==> config.mk <==
export PLATFORM = sky130hd
export DESIGN_NAME = mem_req_bridge
export DESIGN_NICKNAME = d
export VERILOG_FILES = /design/src/rtl/mem_req_bridge.sv
export SDC_FILE = /design/constraint.sdc
export NUM_CORES = 1
export LEC_CHECK = 0
export ABC_AREA = 0
export CORE_AREA = 2 2 168 170
export DETAILED_ROUTE_END_ITERATION = 7
export DIE_AREA = 0 0 170 172
export GPL_ROUTABILITY_DRIVEN = 0
export PLACE_DENSITY = 0.93
export SETUP_SLACK_MARGIN = 0.1
export SLEW_MARGIN = 30
export SYNTH_ARGS = -nofsm -noshare
export SYNTH_HDL_FRONTEND = slang
export SYNTH_SLANG_ARGS = --single-unit
==> constraint.sdc <==
create_clock -name clk -period 7.4 [get_ports clk]
set_input_delay 2.22 -clock clk [delete_from_list [all_inputs] [get_ports clk]]
set_output_delay 2.22 -clock clk [all_outputs]
set_load 0.02 [all_outputs]
==> src/rtl/mem_req_bridge.sv <==
// rtl/mem_req_bridge.sv - core load/store request to 64-bit SRAM word bridge
// Ports:
//   clk, rst_n                  clock, synchronous active-low reset
//   req_valid/req_ready         core request handshake (ready only in IDLE)
//   req_addr/wen/size/signed    byte address, store flag, log2 size, load signedness
//   req_wdata                   right-justified store data
//   rsp_valid/rsp_ready         core response handshake
//   rsp_rdata/rsp_err           extended load data (0 for stores/errors), error flag
//   sram_en/we/addr/wdata       SRAM strobe, byte-lane enables, word address, lane data
//   sram_rdata                  SRAM read word, valid the cycle after the access
module mem_req_bridge #(
    parameter logic [63:0] MEM_BASE = 64'h8000_0000,
    parameter logic [63:0] MEM_SIZE = 64'h0800_0000
) (
    input  logic        clk,
    input  logic        rst_n,
    input  logic        req_valid,
    output logic        req_ready,
    input  logic [63:0] req_addr,
    input  logic        req_wen,
    input  logic [1:0]  req_size,
    input  logic        req_signed,
    input  logic [63:0] req_wdata,
    output logic        rsp_valid,
    input  logic        rsp_ready,
    output logic [63:0] rsp_rdata,
    output logic        rsp_err,
    output logic        sram_en,
    output logic [7:0]  sram_we,
    output logic [63:0] sram_addr,
    output logic [63:0] sram_wdata,
    input  logic [63:0] sram_rdata
);

    typedef enum logic [1:0] {IDLE, ISSUE, WAIT, RESP} state_t;

    state_t      state, state_nxt;
    logic [2:0]  off_q;
    logic        wen_q;
    logic [1:0]  size_q;
    logic        signed_q;

    logic        accept;
    logic        aligned;
    logic        in_range;
    logic        legal;
    logic [3:0]  nbytes;
    logic [64:0] req_end;
    logic [64:0] mem_end;
    logic [7:0]  base_mask;
    logic [63:0] shifted;
    logic [63:0] load_val;

    // Legality is decided on the live request so an illegal one goes straight to RESP.
    always_comb begin
        nbytes   = 4'd1 << req_size;
        aligned  = 1'b1;
        case (req_size)
            2'd1:    aligned = (req_addr[0]   == 1'b0);
            2'd2:    aligned = (req_addr[1:0] == 2'b00);
            2'd3:    aligned = (req_addr[2:0] == 3'b000);
            default: aligned = 1'b1;
        endcase
        // 65-bit arithmetic so an address near 2^64 cannot wrap into range.
        req_end  = {1'b0, req_addr} + {61'b0, nbytes};
        mem_end  = {1'b0, MEM_BASE} + {1'b0, MEM_SIZE};
        in_range = ({1'b0, req_addr} >= {1'b0, MEM_BASE}) && (req_end <= mem_end);
        legal    = aligned && in_range;
        accept   = req_valid && (state == IDLE);
    end

    always_comb begin
        state_nxt = state;
        case (state)
            IDLE:    if (req_valid) state_nxt = legal ? ISSUE : RESP;
            ISSUE:   state_nxt = WAIT;
            WAIT:    state_nxt = RESP;
            RESP:    if (rsp_ready) state_nxt = IDLE;
            default: state_nxt = IDLE;
        endcase
    end

    always_comb begin
        req_ready = (state == IDLE);
        rsp_valid = (state == RESP);
        case (size_q)
            2'd0:    base_mask = 8'h01;
            2'd1:    base_mask = 8'h03;
            2'd2:    base_mask = 8'h0F;
            default: base_mask = 8'hFF;
        endcase
        // Gated by rst_n directly so a reset landing mid-ISSUE never writes.
        sram_en = rst_n && (state == ISSUE);
        sram_we = (sram_en && wen_q) ? (base_mask << off_q) : 8'h00;
    end

    always_comb begin
        shifted = sram_rdata >> {off_q, 3'b000};
        case (size_q)
            2'd0:    load_val = {{56{signed_q & shifted[7]}},  shifted[7:0]};
            2'd1:    load_val = {{48{signed_q & shifted[15]}}, shifted[15:0]};
            2'd2:    load_val = {{32{signed_q & shifted[31]}}, shifted[31:0]};
            default: load_val = shifted;
        endcase
    end

    always_ff @(posedge clk) begin
        if (!rst_n) begin
            state      <= IDLE;
            off_q      <= 3'd0;
            wen_q      <= 1'b0;
            size_q     <= 2'd0;
            signed_q   <= 1'b0;
            rsp_rdata  <= 64'd0;
            rsp_err    <= 1'b0;
            sram_addr  <= 64'd0;
            sram_wdata <= 64'd0;
        end else begin
            state <= state_nxt;
            if (accept) begin
                off_q     <= req_addr[2:0];
                wen_q     <= req_wen;
                size_q    <= req_size;
                signed_q  <= req_signed;
                rsp_rdata <= 64'd0;
                rsp_err   <= ~legal;
                // SRAM-facing address/data only move for requests that will reach the SRAM.
                if (legal) begin
                    sram_addr  <= {req_addr[63:3], 3'b000};
                    sram_wdata <= req_wdata << {req_addr[2:0], 3'b000};
                end
            end
            if (state == WAIT) begin
                rsp_rdata <= wen_q ? 64'd0 : load_val;
                rsp_err   <= 1'b0;
            end
        end
    end

endmodule
==> implementation parameters <==
Parameter                              Value

Floorplanning
  Std-Cell Core Area ... 27500 um^2
  Initial standard-cell utilization of the core ... 47.3%
  Total Die Area ... 29200 um^2
  Number of placement rows ... 61
  Die span in y ... 172 um
  I/O pins ... 404
  Die extent in x ... approximately 170 um

Final layout
  Area added between synthesis and finish ... 35.7%
  Number of nets in the layout ... 2189
  Antenna Cells ... 0
  Ratio of cells with drive above 1 in the final layout ... 6.62%
  Utilization of the core after routing ... 64.2%

Clocking
  Clock transition at the registers of the reported paths ... 0.09 ns
  TritonCTS buffer count ... 17
  Count of buffers added by post-CTS timing repair for setup ... 0
  CTS Buffer Depth ... 2
  Total number of H-tree levels ... 4
  Clock tree from TritonCTS ... done
  CTS Sinks ... 199
  Count of cells resized by post-cts repair ... 0
  Clock insertion delay at the later pin of the skew report ... 0.45 ns
  Number of buffers inserted for hold repair after clock tree synthesis ... 0
  Clk Tree Root Cell ... clkbuf_16

Synthesis
  Synthesis Warnings ... 0
  Register area share after synthesis ... 30.6%
  Total of flip-flops plus latches after synthesis ... 199
  Post-Synthesis Cell Area ... 13000 um^2
  Top flip-flop cell by instance count after synthesis ... dfxtp_1
  Biggest area consumer among synthesized cells ... dfxtp_1
  Proportion of register bits with asynchronous set or reset after synthesis ... 0%
  Top cells by area in the synthesized netlist ... dfxtp_1, mux2i_1, nand2_1, o21ai_0, mux2_2
  Top cell type's share of synthesized area ... 30.6%
  Instance count of the mapped netlist ... about 1700
  Number of distinct library cells after synthesis ... 64
  Mean instance size in the synthesized netlist ... 7.73 um^2
  Count of flip-flops with a built-in enable after synthesis ... 0

STA
  Total Negative Setup Slacks ... 0 ns
  Worst slew slack as a fraction of its limit ... a little over a third
  Number of setup violations in the final report ... 0
  Unrepaired setup endpoints after global routing ... no
  Setup clock skew after layout ... 0.0225 ns
  Slew @ Worst Pin ... 0.955 ns
  Fmax ... 149 MHz
  Period minus WS final ... 6.69 ns
  Worst hold slack ... 0.457 ns
  Final-report max-slew violation count ... 0
  Fraction of the cycle the final worst path needs ... 90.4%
  Final Hold Vio Count ... 0

Detailed routing
  Post-route DRC ... 2
  Per-cell routed wire length ... around 21 um
  Routed vias ... 14400
  Iteration count of the initial detailed-routing pass ... 8
  Antenna violation net count after detailed routing ... 0
  Detailed-route wire length ... 49100 um
  First DRT Iteration DRCs ... 1849
  Detail-routed via count per cell ... 6.17

Worst setup path
  Worst Setup Start Kind ... input port
  Crit-path cells ... clkdlybuf4s50_1 > and2_1 > ha_1 > nand2_1 > o21ai_1 > o211ai_4 > nor4_2 > mux2i_1 > or4_1 > or4_1 > nor3_4 > buf_12 > mux2i_1
  Critical R2R Launch ... off_q[2]$_SDFFE_PN0P_
  CP max stage cell ... or4_1
  Crit Path Class ... in -> reg
  First element of the critical path ... req_size[0]
  Worst Setup End Kind ... flop
  Data required time of the worst path ... a little under 8 ns
  Largest stage delay on the critical path ... 0.56 ns
  Data arrival time at the worst-slack endpoint ... 7.06 ns
  Maximum fanout encountered on the critical timing path ... 94

Place
  HPWL reported at the end of detailed placement ... approximately 35000 um
  Port Buffer Count ... 400

GRT
  Pin count of the biggest net entering global routing ... 192
  Antenna violations before repair ... 1
  Number of global-route vias before repair ... 13600
  Overall Global Routing Usage ... 32.2%
  Global-route congestion overflow total ... 0
  Global-route wire length before repair ... 74000 um

Pwr
  Peak ir drop on the vdd network ... 0.000185 V
  Leakage power of the design ... approximately 6 nW
  Pwr Density ... between 150 and 200 nW/um^2
  Final Total Pwr ... 3.29 mW

Status
  Violated checks ... DRC
  Status ... finished with violations

Job
  Number of max-cap violations ... 0

Min path
  Path class of the lowest-slack min-delay path ... reg -> reg
  Hold path startpoint ... sram_wdata[39]$_SDFFE_PN0P_
## critical path: cells and delay by family
family                   cells  cell delay (ns)
adder cells (fa/ha/maj)      1             0.36
AND/OR/NAND/NOR              6             2.05
buffers and inverters        2             1.01
multiplexers                 2             0.43
AO/OA/AOI/OAI                2             0.83
## layout make-up
cell class	count	area [um^2]
clock inverter	14	200
sequential	199	3990
tap	346	433
multi-input combinational	1318	8330
timing repair buffer	414	4140
inverter	31	116
clock buffer	18	429
fill	2166	9830
## final timing paths
check                                     end  slack, ns  depth (start not counted)
hold / removal    sram_wdata[39]$_SDFFE_PN0P_       0.46                          2
setup reg to reg   rsp_rdata[63]$_SDFFE_PN0P_       3.05                         10
hold reg to reg   sram_wdata[39]$_SDFFE_PN0P_       0.46                          2
setup / recovery  sram_wdata[26]$_SDFFE_PN0P_       0.71                         13
## state kept, by name, summed over array words and instances (netlist names)
signal / count
rsp_err: 1
sram_addr: 61
wen_q: 1
rsp_rdata: 64
off_q: 3
sram_wdata: 64
state: 2
size_q: 2
signed_q: 1
## routing by layer
layer,part of all wire (%),GRT usage [%],wire [um]
met1,36,37.5,17600
met2,46,54.2,22800
met3,12,8.47,5720
met4,5.9,17.6,2890
met5,0.033,0,16
## cells in the mapped netlist, drive strengths merged, types with 16 or more instances
cell type / number
nand4: 24
and2: 25
dfxtp: 199
nor2: 86
nand3: 28
buf: 38
nand2: 338
a211oi: 19
mux2i: 172
and3: 40
nor2b: 56
nor3: 26
a21oi: 82
o21a: 16
a21boi: 19
inv: 30
o22ai: 18
o21ai: 127
xnor2: 16
clkbuf: 97
nor4: 18
a22oi: 35
mux2: 49
## power by group
part	internal (mW)	leakage, nW	switching (mW)
Sequential	1.11	1.61	0.0468
Combinational	0.426	4.15	0.680
Clock	0.523	0.306	0.506
Total	2.06	6.07	1.23
## logic make-up (layout without fill, tap and decap cells)
family / after synthesis / count (layout) / share of synthesized area [%]
other cells: 1 / 3 / 0.0288
compound gates: 371 / 371 / 17.6
flops: 199 / 199 / 30.6
buf+inv: 166 / 477 / 5.58
xor+xnor: 22 / 22 / 1.48
simple gates: 686 / 686 / 25.2
mux: 228 / 228 / 18.7
fa+ha+maj: 8 / 8 / 0.770
## through the flow
stage,cell area [um^2],setup slack [ns],instances
global placement,17000,0.594,2307
detailed placement,17000,0.338,2307
global route,17600,0.431,2340
floorplan,13000,1.15,1683
CTS,17600,0.775,2339
finish,17600,0.708,2340
## cell usage in the layout, fill, tap and decap left out, drive strengths merged, types with 40 or more instances in the layout
cell type | Yosys | routed
o21ai | 127 | 127
a21oi | 82 | 82
nand2 | 338 | 338
and3 | 40 | 40
nor2b | 56 | 56
clkdlybuf4s50 | 0 | 396
nor2 | 86 | 86
mux2i | 172 | 172
dfxtp | 199 | 199
mux2 | 49 | 49
Power figures use the tool's default switching activity.
